===== src/rtl/multicycle_controller.sv =====
// Multicycle RV32I control FSM: sequences fetch/decode/execute/memory/writeback
// and drives datapath selects, enables, memory handshake and a sticky fault.
// Ports: clk, rst (sync, active-high); instr and ALU flags zero/carry/sign/
// overflow; mem_ready in; mem_req, adr_src, mem_write, ir_write, pc_write,
// reg_write, alu_src_a/b, result_src, alu_op, fault, state (debug) out.
module multicycle_controller #(
  parameter int MEM_TIMEOUT     = 16,
  parameter bit CARRY_IS_BORROW = 1'b0,
  parameter int WAIT_W          = 5
) (
  input  logic        clk,
  input  logic        rst,
  input  logic [31:0] instr,
  input  logic        zero,
  input  logic        carry,
  input  logic        sign,
  input  logic        overflow,
  input  logic        mem_ready,
  output logic        mem_req,
  output logic        adr_src,
  output logic        mem_write,
  output logic        ir_write,
  output logic        pc_write,
  output logic        reg_write,
  output logic [1:0]  alu_src_a,
  output logic [1:0]  alu_src_b,
  output logic [1:0]  result_src,
  output logic [1:0]  alu_op,
  output logic        fault,
  output logic [3:0]  state
);

  typedef enum logic [3:0] {
    S_FETCH    = 4'd0,
    S_DECODE   = 4'd1,
    S_MEMADR   = 4'd2,
    S_MEMREAD  = 4'd3,
    S_MEMWB    = 4'd4,
    S_MEMWRITE = 4'd5,
    S_EXEC_R   = 4'd6,
    S_EXEC_I   = 4'd7,
    S_LUI      = 4'd8,
    S_ALUWB    = 4'd9,
    S_JALR     = 4'd10,
    S_JAL      = 4'd11,
    S_BRANCH   = 4'd12,
    S_FAULT    = 4'd13
  } state_t;

  localparam int TMO_LAST =
    (MEM_TIMEOUT > 0) ? MEM_TIMEOUT - 1 : 0;
  localparam logic [WAIT_W-1:0] LAST =
    WAIT_W'(TMO_LAST);
  localparam logic [WAIT_W-1:0] SAT =
    {WAIT_W{1'b1}};

  state_t            state_q, state_d;
  logic [WAIT_W-1:0] wait_q, wait_d;

  logic [6:0] opcode;
  logic [2:0] funct3;
  logic       unused_instr;
  assign opcode = instr[6:0];
  assign funct3 = instr[14:12];
  assign unused_instr = ^{instr[31:15], instr[11:7]};

  logic lt, ltu, taken, br_bad;
  logic in_wait, timeout;

  assign lt  = sign ^ overflow;
  assign ltu = carry ^ ~CARRY_IS_BORROW;
  assign br_bad = (funct3 == 3'b010) ||
                  (funct3 == 3'b011);

  always_comb begin
    taken = 1'b0;
    case (funct3)
      3'b000:  taken = zero;
      3'b001:  taken = ~zero;
      3'b100:  taken = lt;
      3'b101:  taken = ~lt;
      3'b110:  taken = ltu;
      3'b111:  taken = ~ltu;
      default: taken = 1'b0;
    endcase
  end

  assign in_wait = (state_q == S_FETCH) ||
                   (state_q == S_MEMREAD) ||
                   (state_q == S_MEMWRITE);

  // A completing transfer on the last allowed cycle beats the timeout.
  assign timeout = (MEM_TIMEOUT != 0) && in_wait &&
                   !mem_ready && (wait_q == LAST);

  // Transitions between wait states only occur on mem_ready, so clearing
  // on ready or outside wait states also clears on every entry.
  always_comb begin
    wait_d = '0;
    if (in_wait && !mem_ready && wait_q != SAT)
      wait_d = wait_q + WAIT_W'(1);
    else if (in_wait && !mem_ready)
      wait_d = wait_q;
  end

  always_comb begin
    state_d = state_q;
    case (state_q)
      S_FETCH:
        if (mem_ready) state_d = S_DECODE;
      S_DECODE: begin
        case (opcode)
          7'b0000011: state_d = S_MEMADR;
          7'b0100011: state_d = S_MEMADR;
          7'b0110011: state_d = S_EXEC_R;
          7'b0010011: state_d = S_EXEC_I;
          7'b1100011: state_d = S_BRANCH;
          7'b1101111: state_d = S_JAL;
          7'b1100111:
            state_d = (funct3 == 3'b000) ?
                      S_JALR : S_FAULT;
          7'b0110111: state_d = S_LUI;
          7'b0010111: state_d = S_ALUWB;
          default:    state_d = S_FAULT;
        endcase
      end
      S_MEMADR:
        state_d = opcode[5] ? S_MEMWRITE : S_MEMREAD;
      S_MEMREAD:
        if (mem_ready) state_d = S_MEMWB;
      S_MEMWB:    state_d = S_FETCH;
      S_MEMWRITE:
        if (mem_ready) state_d = S_FETCH;
      S_EXEC_R:   state_d = S_ALUWB;
      S_EXEC_I:   state_d = S_ALUWB;
      S_LUI:      state_d = S_ALUWB;
      S_ALUWB:    state_d = S_FETCH;
      S_JALR:     state_d = S_JAL;
      S_JAL:      state_d = S_ALUWB;
      S_BRANCH:
        state_d = br_bad ? S_FAULT : S_FETCH;
      S_FAULT:    state_d = S_FAULT;
      default:    state_d = S_FAULT;
    endcase
    if (timeout) state_d = S_FAULT;
  end

  always_ff @(posedge clk) begin
    if (rst) begin
      state_q <= S_FETCH;
      wait_q  <= '0;
    end else begin
      state_q <= state_d;
      wait_q  <= wait_d;
    end
  end

  // Outputs are decoded from the state plus same-cycle inputs so that
  // the fetch handshake, branch decision and reset take effect at once.
  always_comb begin
    mem_req    = 1'b0;
    adr_src    = 1'b0;
    mem_write  = 1'b0;
    ir_write   = 1'b0;
    pc_write   = 1'b0;
    reg_write  = 1'b0;
    alu_src_a  = 2'b00;
    alu_src_b  = 2'b00;
    result_src = 2'b00;
    alu_op     = 2'b00;
    fault      = 1'b0;
    if (!rst) begin
      case (state_q)
        S_FETCH: begin
          mem_req    = 1'b1;
          alu_src_b  = 2'b10;
          result_src = 2'b10;
          ir_write   = mem_ready;
          pc_write   = mem_ready;
        end
        S_DECODE: begin
          alu_src_a = 2'b01;
          alu_src_b = 2'b01;
        end
        S_MEMADR: begin
          alu_src_a = 2'b10;
          alu_src_b = 2'b01;
        end
        S_MEMREAD: begin
          mem_req = 1'b1;
          adr_src = 1'b1;
        end
        S_MEMWB: begin
          result_src = 2'b01;
          reg_write  = 1'b1;
        end
        S_MEMWRITE: begin
          mem_req   = 1'b1;
          mem_write = 1'b1;
          adr_src   = 1'b1;
        end
        S_EXEC_R: begin
          alu_src_a = 2'b10;
          alu_op    = 2'b10;
        end
        S_EXEC_I: begin
          alu_src_a = 2'b10;
          alu_src_b = 2'b01;
          alu_op    = 2'b10;
        end
        S_LUI: begin
          alu_src_b = 2'b01;
          alu_op    = 2'b11;
        end
        S_ALUWB: reg_write = 1'b1;
        S_JALR: begin
          alu_src_a = 2'b10;
          alu_src_b = 2'b01;
        end
        S_JAL: begin
          alu_src_a = 2'b01;
          alu_src_b = 2'b10;
          pc_write  = 1'b1;
        end
        S_BRANCH: begin
          alu_src_a = 2'b10;
          alu_op    = 2'b01;
          pc_write  = taken;
        end
        S_FAULT: fault = 1'b1;
        default: fault = 1'b1;
      endcase
    end
  end

  assign state = rst ? S_FETCH : state_q;

endmodule


===== config.mk =====
export PLATFORM = sky130hd
export DESIGN_NAME = multicycle_controller
export DESIGN_NICKNAME = d
export VERILOG_FILES = /design/src/rtl/multicycle_controller.sv
export SDC_FILE = /design/constraint.sdc
export NUM_CORES = 1
export LEC_CHECK = 0
export ABC_AREA = 1
export BUFFER_PORTS_ARGS = -buffer_cell sky130_fd_sc_hd__buf_2
export CAP_MARGIN = 5
export CORE_ASPECT_RATIO = 1.1
export CORE_MARGIN = 5
export CORE_UTILIZATION = 25
export CTS_BUF_LIST = sky130_fd_sc_hd__clkbuf_4
export DETAILED_ROUTE_END_ITERATION = 8
export GPL_TIMING_DRIVEN = 1
export REMOVE_ABC_BUFFERS = 1
export SETUP_SLACK_MARGIN = 0.4
export SLEW_MARGIN = 40
export SYNTH_ARGS = -nofsm -noshare
export SYNTH_HDL_FRONTEND = slang
export SYNTH_SLANG_ARGS = --single-unit

===== constraint.sdc =====
create_clock -name clk -period 1.8 [get_ports clk]
set_input_delay 0.36 -clock clk [delete_from_list [all_inputs] [get_ports clk]]
set_output_delay 0.36 -clock clk [all_outputs]
set_load 0.02 [all_outputs]

### Word level (Yosys, flattened, before mapping)

Index checks and enable logic that the tools add are counted.

| cells by class | value |
|---|---|
| add/subtract/negate cells | 1 |
| equal/unequal tests | 37 |
| mux-type cells | 35 |
| bitwise operators | 4 |
| reduce and logical (&&, ||, !) cells | 23 |

Operator list:

| kind | count |
|---|---|
| case mux 4 bit (9 select lines) | 1 |
| case mux 4 bit (8 select lines) | 1 |
| 2-to-1 mux 4 bit | 6 |
| equality test 7 x 6 -> 1 bit, second input constant | 3 |
| equality test 7 bit, second input constant | 3 |
| equality test 4 bit, second input constant | 5 |
| equality test 4 x 3 -> 1 bit, second input constant | 4 |
| equality test 7 x 5 -> 1 bit, second input constant | 2 |
| OR reduction 2 bit | 7 |
| 2-to-1 mux 1 bit | 13 |
| OR reduction 13 bit | 1 |
| equality test 3 bit, second input constant | 4 |
| case mux 2 bit (2 select lines) | 3 |
| 2-to-1 mux 5 bit | 2 |
| OR reduction 5 bit | 2 |
| inequality test 3 bit, second input constant | 3 |
| equality test 4 x 2 -> 1 bit, second input constant | 2 |
| 2-to-1 mux 2 bit | 4 |
| equality test 7 x 2 -> 1 bit, second input constant | 1 |
| equality test 3 x 2 -> 1 bit, second input constant | 2 |
| 2-to-1 mux 3 bit | 2 |
| inequality test 2 bit, second input constant | 3 |
| case mux 1 bit (6 select lines) | 1 |
| case mux 2 bit (3 select lines) | 1 |
| other kinds (17) | 24 |

| storage, ports and cells | value |
|---|---|
| register bits | 9 |
| bits of input ports | 39 |
| logic and storage cells | 103 |

### Longest topological paths before layout

Gate-level depths: netlist (run 1).

| logic depth | value |
|---|---|
| depth after elaboration | 7 |
| depth in mapped cells | 10 |
| mapped depth without buffers | 10 |

### Worst setup path after synthesis (run 1)

Ideal clock, no wire load.

| timing | value |
|---|---|
| path type | flip-flop to output port |
| start | reg state_q[0] |
| end | out alu_src_b[0] |
| arrival time | 1340 ps |
| slack | 100 ps |
| cell stages (with the launch flop) | 7 |
| buffers on the path | 0 |
| cells stage by stage | dfxtp_1 > inv_2 > nor2_2 > inv_1 > nor2_1 > inv_1 > a31oi_1 |

| between the ends | value |
|---|---|
| word-level cells in the longest chain between the ends | 4 |
| elaborated cells on any way between the ends | 11 |
| those cells by class | eq/ne: 6; mux: 2; reduce/logical: 3 |

Ends and longest elaborated chain:

| element | RTL line | source |
|---|---|---|
| start, declared | 57 | `state_t state_q, state_d;` |
| start signal, assigned | 153 | `state_q <= state_d;` |
| equality test 4 bit, or another cell as far along | 173 | `case (state_q)` |
| OR reduction 5 bit (no line) / OR reduction 2 bit (equally long branches) | - |  |
| case mux 2 bit (2 select lines) (*) | 173 |  |
| 2-to-1 mux 2 bit (*) | 172 | `if (!rst) begin` |
| end, declared | 26 | `output logic [1:0] alu_src_b,` |

Mark *: on every way between the ends. The rest lies on a longest branch, timed or not.

### Worst setup path in the final report (run 1)

Ends and elaborated chain as after synthesis.

==> summary.md, run 1 <==
| Metric | Value |
|---|---|
| Synth cell types | `27` |
| Reg2reg start | `state_q[0]` |
| DR vias/cell | `4.480` |
| Reg2Reg Depth | `11` |
| Metal-1 WL | `about 1.3 mm` |
| Depth of the CTS H-tree | `1` |
| Setup TNS | `0 ns` |
| P per Cell Area | `about 1100 nW/um^2` |
| Cts bufs inserted | `3` |
| Worst slew margin relative to its limit | `approximately three quarters` |
| Synthesis Warnings | `0` |
| Cells after synthesis | `about 190` |
| Post-route DRC | `0` |
| Worst hold endpoint | `wait_q[1]` |
| Hpwl dp | `roughly 2.3 mm` |
| Pleak | `approximately 0.0009 uW` |
| Proportion of layout cells with a drive suffix above 1 | `46.75%` |
| Vias | `about 1.3k` |
| Std cell rows | `24` |
| Clock Root Buffer | `clkbuf_4` |
| Peak VDD IR | `between 0.0002 and 0.0003 V` |
| Layout area overhead | `67.90%` |
| Placed cell area | `1295 sq um` |
| Met2 routed WL | `approximately 1.7 mm` |
| Initial antenna violation count | `0` |
| GRT Total Usage | `11.48%` |
| Synth Register Bits | `9` |
| Port bufs | `35` |
| Floorplan Core Area | `3964 sq um` |
| Critical path class | `register to output pin` |
| Mapped Avg Cell Area | `about 5.5 sq um` |
| Crit path required time | `about 1.4 ns` |
| Max Clk Rate | `0.5770 GHz` |
| Final Hold Fails | `0` |
| Chip Height | `just under 80 um` |
| Outcome | `finished clean` |
| Clock Sinks | `9` |
| RSZ-0062 raised after global routing | `true` |
| Hold Crit Class | `primary input to register` |
| Skew-Pair Late Insertion Delay | `0.26 ns` |
| Final worst path period share | `96.28%` |
| # diodes | `0` |
| Die area | `roughly 5400 sq um` |
| Hold_sp | `mem_ready` |
| DRT iter0 DRCs | `84` |
| First-pass GRT wire length | `approximately 5.3 mm` |
| Register area share after synthesis | `between 10% and 20%` |
| WL final | `around 3.1 mm` |
| Post-synthesis instance area | `between 1000 and 1500 sq um` |
| Worst reg2reg setup slack | `between 0.2 and 0.3 ns` |
| FILL cells | `a little over 400` |
| Met3 wire length | `between 150 and 200 um` |
| CP startpoint kind | `register` |
| Vias in the first global route | `roughly 1.2k` |
| Reg2Reg Capture Point | `state_q[0]` |
| Slew Viols, Final | `0` |
| Pre-Repair DR Iteration Count | `4` |
| Final ANT Viol Nets | `0` |
| Largest net degree at the start of global routing | `20` |
| RD Place Congestion | `about 0.85` |
| Starting Density | `about a quarter` |
| Actual slew at the worst max-slew pin | `approximately 0.36 ns` |
| Die Width | `about 70 um` |
| Routed len/inst | `about 10 um` |
| Overall power | `1803 uW` |
| Worst-path clk slew | `roughly 0.060 ns` |
| Clock Skews | `roughly 0.0026 ns` |
| Overflow after GRT | `0` |
| CTS tree | `done` |
| Endpoints failing setup | `0` |
| # nets final | `a little under 300` |
| CP Capture Type | `output pin` |
| Min cycle time layout | `approximately 1.7 ns` |
| Hold path depth | `4` |
| Clock buffer depth | `2` |
| I/O pin count | `58` |
| Max Used Layer | `met4` |
| Final instance area | `~1700 sq um` |
| Crit Path Max Fanout | `6` |
| Critical path arrival | `~1.4 ns` |
| Maxcap violations | `0` |
kinds of logic (layout without fill, tap and decap cells):
group | Yosys count | after routing | synth area share, %
XOR/XNOR | 2 | 2 | 1.722
buffers and inverters | 39 | 100 | 14.39
AND/OR/NAND/NOR | 108 | 108 | 49.20
AO/OA/AOI/OAI | 24 | 24 | 13.29
flip-flops | 9 | 9 | 17.71
adder cells (fa/ha/maj) | 3 | 3 | 3.690
report_power, final:
group | internal, uW | switching, uW
Clock | 101 | 71.9
Combinational | 565 | 702
Sequential | 261 | 101
Total | 927 | 876
flip-flops by register name, indices dropped and copies added, names as in the netlist:
name / flops
wait_q: 5
state_q: 4
cell usage after synthesis (all sizes together):
cell | count | area share (%)
nand3 | 16 | 7.9
dfxtp | 9 | 18
o21a | 1 | 0.74
nor4 | 1 | 0.62
a21oi | 13 | 6.4
nand3b | 2 | 1.5
clkbuf | 2 | 0.74
a31oi | 1 | 0.62
xor2 | 2 | 1.7
nor2 | 35 | 17
nand2 | 46 | 18
o21ai | 6 | 3.0
or2 | 1 | 0.62
clkinv | 1 | 0.37
o21bai | 2 | 1.8
inv | 36 | 13
ha | 3 | 3.7
a211oi | 1 | 0.74
nand4 | 2 | 1.2
nor3 | 5 | 2.5
metrics by stage:
stage	hold WS [ns]	utilization (%)	cells	setup slack (ns)
2_1_floorplan	0.4291	-	183	0.1001
3_3_place_gp	0.4695	32.67	276	0.09397
3_5_place_dp	0.4827	32.67	276	0.09267
4_1_cts	0.4753	39.43	292	0.07934
5_1_grt	0.4872	43.09	298	-0.008322
6_report	0.4820	43.09	298	0.06691
how the worst max path moves through the flow:
stage	to	slack [ns]	cells after the start	startpoint
6_report	alu_src_b[0]	0.07	7	state_q[0]
2_1_floorplan	alu_src_b[0]	0.10	6	state_q[0]
3_3_place_gp	pc_write	0.09	11	instr[13]
4_1_cts	alu_src_b[0]	0.08	7	state_q[0]
3_5_place_dp	pc_write	0.09	11	instr[13]
5_1_grt	pc_write	-0.008	8	state_q[1]
repair_timing:
action | 4_1_cts | 5_1_grt
buffers inserted | 12 | 6
hold buffers | 0 | 0
endpoints found under the setup margin | 26 | 28
gates resized for setup | 53 | 30
pin swaps | 15 | 14
routing by layer:
| metal | track usage (%) | vias to the layer above |
|---|---|---|
| li1 | - | 699 |
| met1 | 13.61 | 601 |
| met2 | 21.06 | 33 |
| met3 | 1.569 | 2 |
| met4 | 3.383 | 0 |
| met5 | 0 | - |
cell usage in the layout (no fill, tap or decap), types with 4 or more instances in the layout:
cell / count
clkbuf_4: 4
buf_4: 37
nand3_1: 11
dfxtp_4: 4
buf_6: 6
inv_2: 6
nand3_2: 5
nor2_4: 7
nand2_1: 35
a21oi_1: 11
inv_4: 5
nand2_2: 8
nor2_1: 26
buf_2: 16
inv_1: 26
critical path, stage by stage (launching register included):
cell     delay (ns)
dfxtp_4        0.41
inv_4          0.05
nor2_4         0.12
inv_2          0.06
nor2_4         0.11
inv_2          0.04
a31oi_1        0.16
buf_4          0.16
final cells by class:
class	count	area, sq um	share of cell area [%]
sequential	9	197.7	11.58
timing repair buffer	59	425.4	24.91
tap	52	65.06	3.810
multi-input combinational	137	838.3	49.08
clock buffer	4	30.03	1.758
inverter	37	151.4	8.864
(Power assumes the default switching activity.)
==> run 2: changes to the inputs <==
Settings changed: CELL_PAD_IN_SITES_DETAIL_PLACEMENT set to 1, CELL_PAD_IN_SITES_GLOBAL_PLACEMENT set to 2, CORE_UTILIZATION 25 to 20, PLACE_DENSITY_LB_ADDON set to 0.1.
==> run 2 against run 1 <==
First-iteration DRC count is 75% lower. Clock-buffer cell count stayed put. Via count is 2.5% higher. Non-clock buffer count is 9 higher. Sequential cell count stayed put. Global-route usage is 0.47 points lower. Cell area is 5.2% higher. Sequential power is 2% higher. Maximum frequency is 2.1% lower. Clock power is 5% higher. Wire length is 24% higher.
==> summary.md, run 2 (synthesis gave the netlist of run 1 again) <==
| Metric | Value |
|---|---|
| Outcome | `finished clean (unchanged)` |
| FILL cells | `653 (was 403)` |
| Floorplan Core Area | `4966 sq um (was 3964 sq um)` |
| Chip Height | `84.80 um (was 76.90 um)` |
| Pleak | `0.0009628 uW (was 0.0009107 uW)` |
| Cells after DPL | `285 (was 276)` |
| Final non-filler cell total | `313 (was 298)` |
| Multi-input gate area | `855.8 sq um (was 838.3 sq um)` |
| Setup TNS | `0 ns (unchanged)` |
| Switch Pwr | `938.5 uW (was 875.7 uW)` |
| Maxcap violations | `0 (unchanged)` |
| I/O pin count | `58 (unchanged)` |
| Slew Viols, Final | `0 (unchanged)` |
| Clock Skews | `0.001235 ns (was 0.002567 ns)` |
| Layout area overhead | `76.63% (was 67.90%)` |
| Clock buffer depth | `2 (unchanged)` |
| RD Place Congestion | `0.7988 (was 0.8471)` |
| DR vias/cell | `4.371 (was 4.480)` |
| DRT iter0 DRCs | `21 (was 84)` |
| Final ANT Viol Nets | `0 (unchanged)` |
| Peak VDD IR | `0.0003947 V (was 0.0002517 V)` |
| Vias in the first global route | `1395 (was 1228)` |
| # diodes | `0 (unchanged)` |
| Post-route DRC | `0 (unchanged)` |
| Max Clk Rate | `0.5647 GHz (was 0.5770 GHz)` |
| Hold Crit Class | `primary input to register (unchanged)` |
| Die area | `6614 sq um (was 5446 sq um)` |
| Final Hold Fails | `0 (unchanged)` |
| Critical path arrival | `1.41 ns (was 1.37 ns)` |
| CTS tree | `done (unchanged)` |
| GRT Total Usage | `11.01% (was 11.48%)` |
| WL final | `3.863 mm (was 3.127 mm)` |
| Depth of the CTS H-tree | `1 (unchanged)` |
| Starting Density | `20.48% (was 25.66%)` |
| Crit path required time | `1.44 ns (about the same)` |
| Worst slew margin relative to its limit | `78.76% (was 76.24%)` |
| Regs by FF count | `wait_q: 5 flops, state_q: 4 flops (unchanged)` |
| Port bufs | `35 (unchanged)` |
| Clock power share | `9.4% (was 9.6%)` |
| Min cycle time layout | `1.771 ns (was 1.733 ns)` |
| # nets final | `298 (was 289)` |
| CP startpoint kind | `register (unchanged)` |
| Initial antenna violation count | `0 (unchanged)` |
| Clock Root Buffer | `clkbuf_4 (unchanged)` |
| Die Width | `78 um (was 70.82 um)` |
| Clock Sinks | `9 (unchanged)` |
| Overflow after GRT | `0 (unchanged)` |
| Worst-path clk slew | `0.07 ns (was 0.06 ns)` |
| Biggest register | `wait_q (unchanged)` |
| Most common cell after layout, fill and taps aside | `buf_4 (unchanged)` |
| Min Hold Slack | `0.4729 ns (was 0.4820 ns)` |
| Commonest cells after routing, fill and taps aside | `40 x buf_4, 35 x nand2_1, 26 x inv_1 (was 37 x buf_4, 35 x nand2_1, 26 x inv_1, 26 x nor2_1, 16 x buf_2)` |
| RSZ-0062 raised after global routing | `true (unchanged)` |
| Routed len/inst | `12.34 um (was 10.49 um)` |
| Int Pwr | `984.7 uW (was 927.0 uW)` |
| CP Capture Type | `output pin (unchanged)` |
| Final worst path period share | `98.37% (was 96.28%)` |
| First-pass GRT wire length | `6.175 mm (was 5.278 mm)` |
| Vias | `1368 (was 1335)` |
| Skew-Pair Late Insertion Delay | `0.26 ns (about the same)` |
| Crit Path Max Fanout | `6 (unchanged)` |
| Hold Buf Count CTS | `0 (unchanged)` |
| Std cell rows | `27 (was 24)` |
| Register area | `200.2 sq um (was 197.7 sq um)` |
| Cts bufs inserted | `3 (unchanged)` |
| P per Cell Area | `1070 nW/um^2 (was 1056 nW/um^2)` |
| Actual slew at the worst max-slew pin | `0.3183 ns (was 0.3564 ns)` |
| Largest register FFs | `5 (unchanged)` |
| Pre-Repair DR Iteration Count | `3 (was 4)` |
| Endpoints failing setup | `0 (unchanged)` |
| Flop pwr share | `19.3% (was 20.1%)` |
| Largest net degree at the start of global routing | `15 (was 20)` |
| Critical path class | `register to output pin (unchanged)` |
| Switching Share | `48.80% (was 48.58%)` |
| Hpwl dp | `2.924 mm (was 2.274 mm)` |
| Logic pwr share | `71.3% (was 70.3%)` |
| Proportion of layout cells with a drive suffix above 1 | `50.20% (was 46.75%)` |
## run 2: worst paths after layout
kind	end	slack, ns	start	cells past startpoint
setup reg to reg	state_q[0]	0.30	state_q[2]	10
hold / removal	wait_q[1]	0.47	rst	2
setup / recovery	alu_src_b[0]	0.03	state_q[0]	7
hold reg to reg	wait_q[2]	0.56	wait_q[2]	2
## run 2: cell type report
| type | count | area share [%] |
|---|---|---|
| Multi-Input combinational cell | 137 | 47.63 |
| Clock buffer | 4 | 1.671 |
| Inverter | 37 | 8.217 |
| Tap cell | 58 | 4.039 |
| Sequential cell | 9 | 11.14 |
| Timing Repair Buffer | 68 | 27.30 |
## run 2: through the flow
stage | worst slack [ns] | utilization, % | total power [uW] | instance area (sq um)
finish | 0.02925 | 36.18 | 1923 | 1797
global route | -0.05890 | 36.18 | 2085 | 1797
CTS | 0.03791 | 32.33 | 1712 | 1605
detailed placement | 0.04659 | 26.68 | 1227 | 1325
global placement | 0.06980 | 26.68 | 1212 | 1325
floorplan | 0.1001 | - | 912.2 | 1010
## run 2: metal layers
metal	vias up	part of all wire, %	GRT usage (%)
met5	-	0	0
met4	0	0.39	3.687
li1	722	-	-
met3	2	4.4	2.039
met2	22	53	19.13
met1	622	43	13.47
## run 2: power by group through the flow
| stage | Sequential (uW) | Clock (uW) | Combinational (uW) |
|---|---|---|---|
| after CTS | 362 | 186 | 1160 |
| after detailed placement | 322 | 0 | 905 |
| after global routing | 381 | 202 | 1500 |
| final | 371 | 181 | 1370 |
| after global placement | 321 | 0 | 891 |
| after floorplan | 300 | 0 | 612 |
## run 2: critical path, stage by stage, from the launching register on
cell     delay, ns
dfxtp_4       0.40
inv_4         0.05
nor2_4        0.15
inv_2         0.07
nor2_4        0.09
inv_2         0.05
a31oi_1       0.15
buf_2         0.18
## run 2: repair_timing
action / 4_1_cts / 5_1_grt
endpoints found under the setup margin: 28 / 26
hold endpoints to repair: 0 / 0
resized for setup: 55 / 31
setup buffers: 13 / 11
pin swaps: 16 / 20
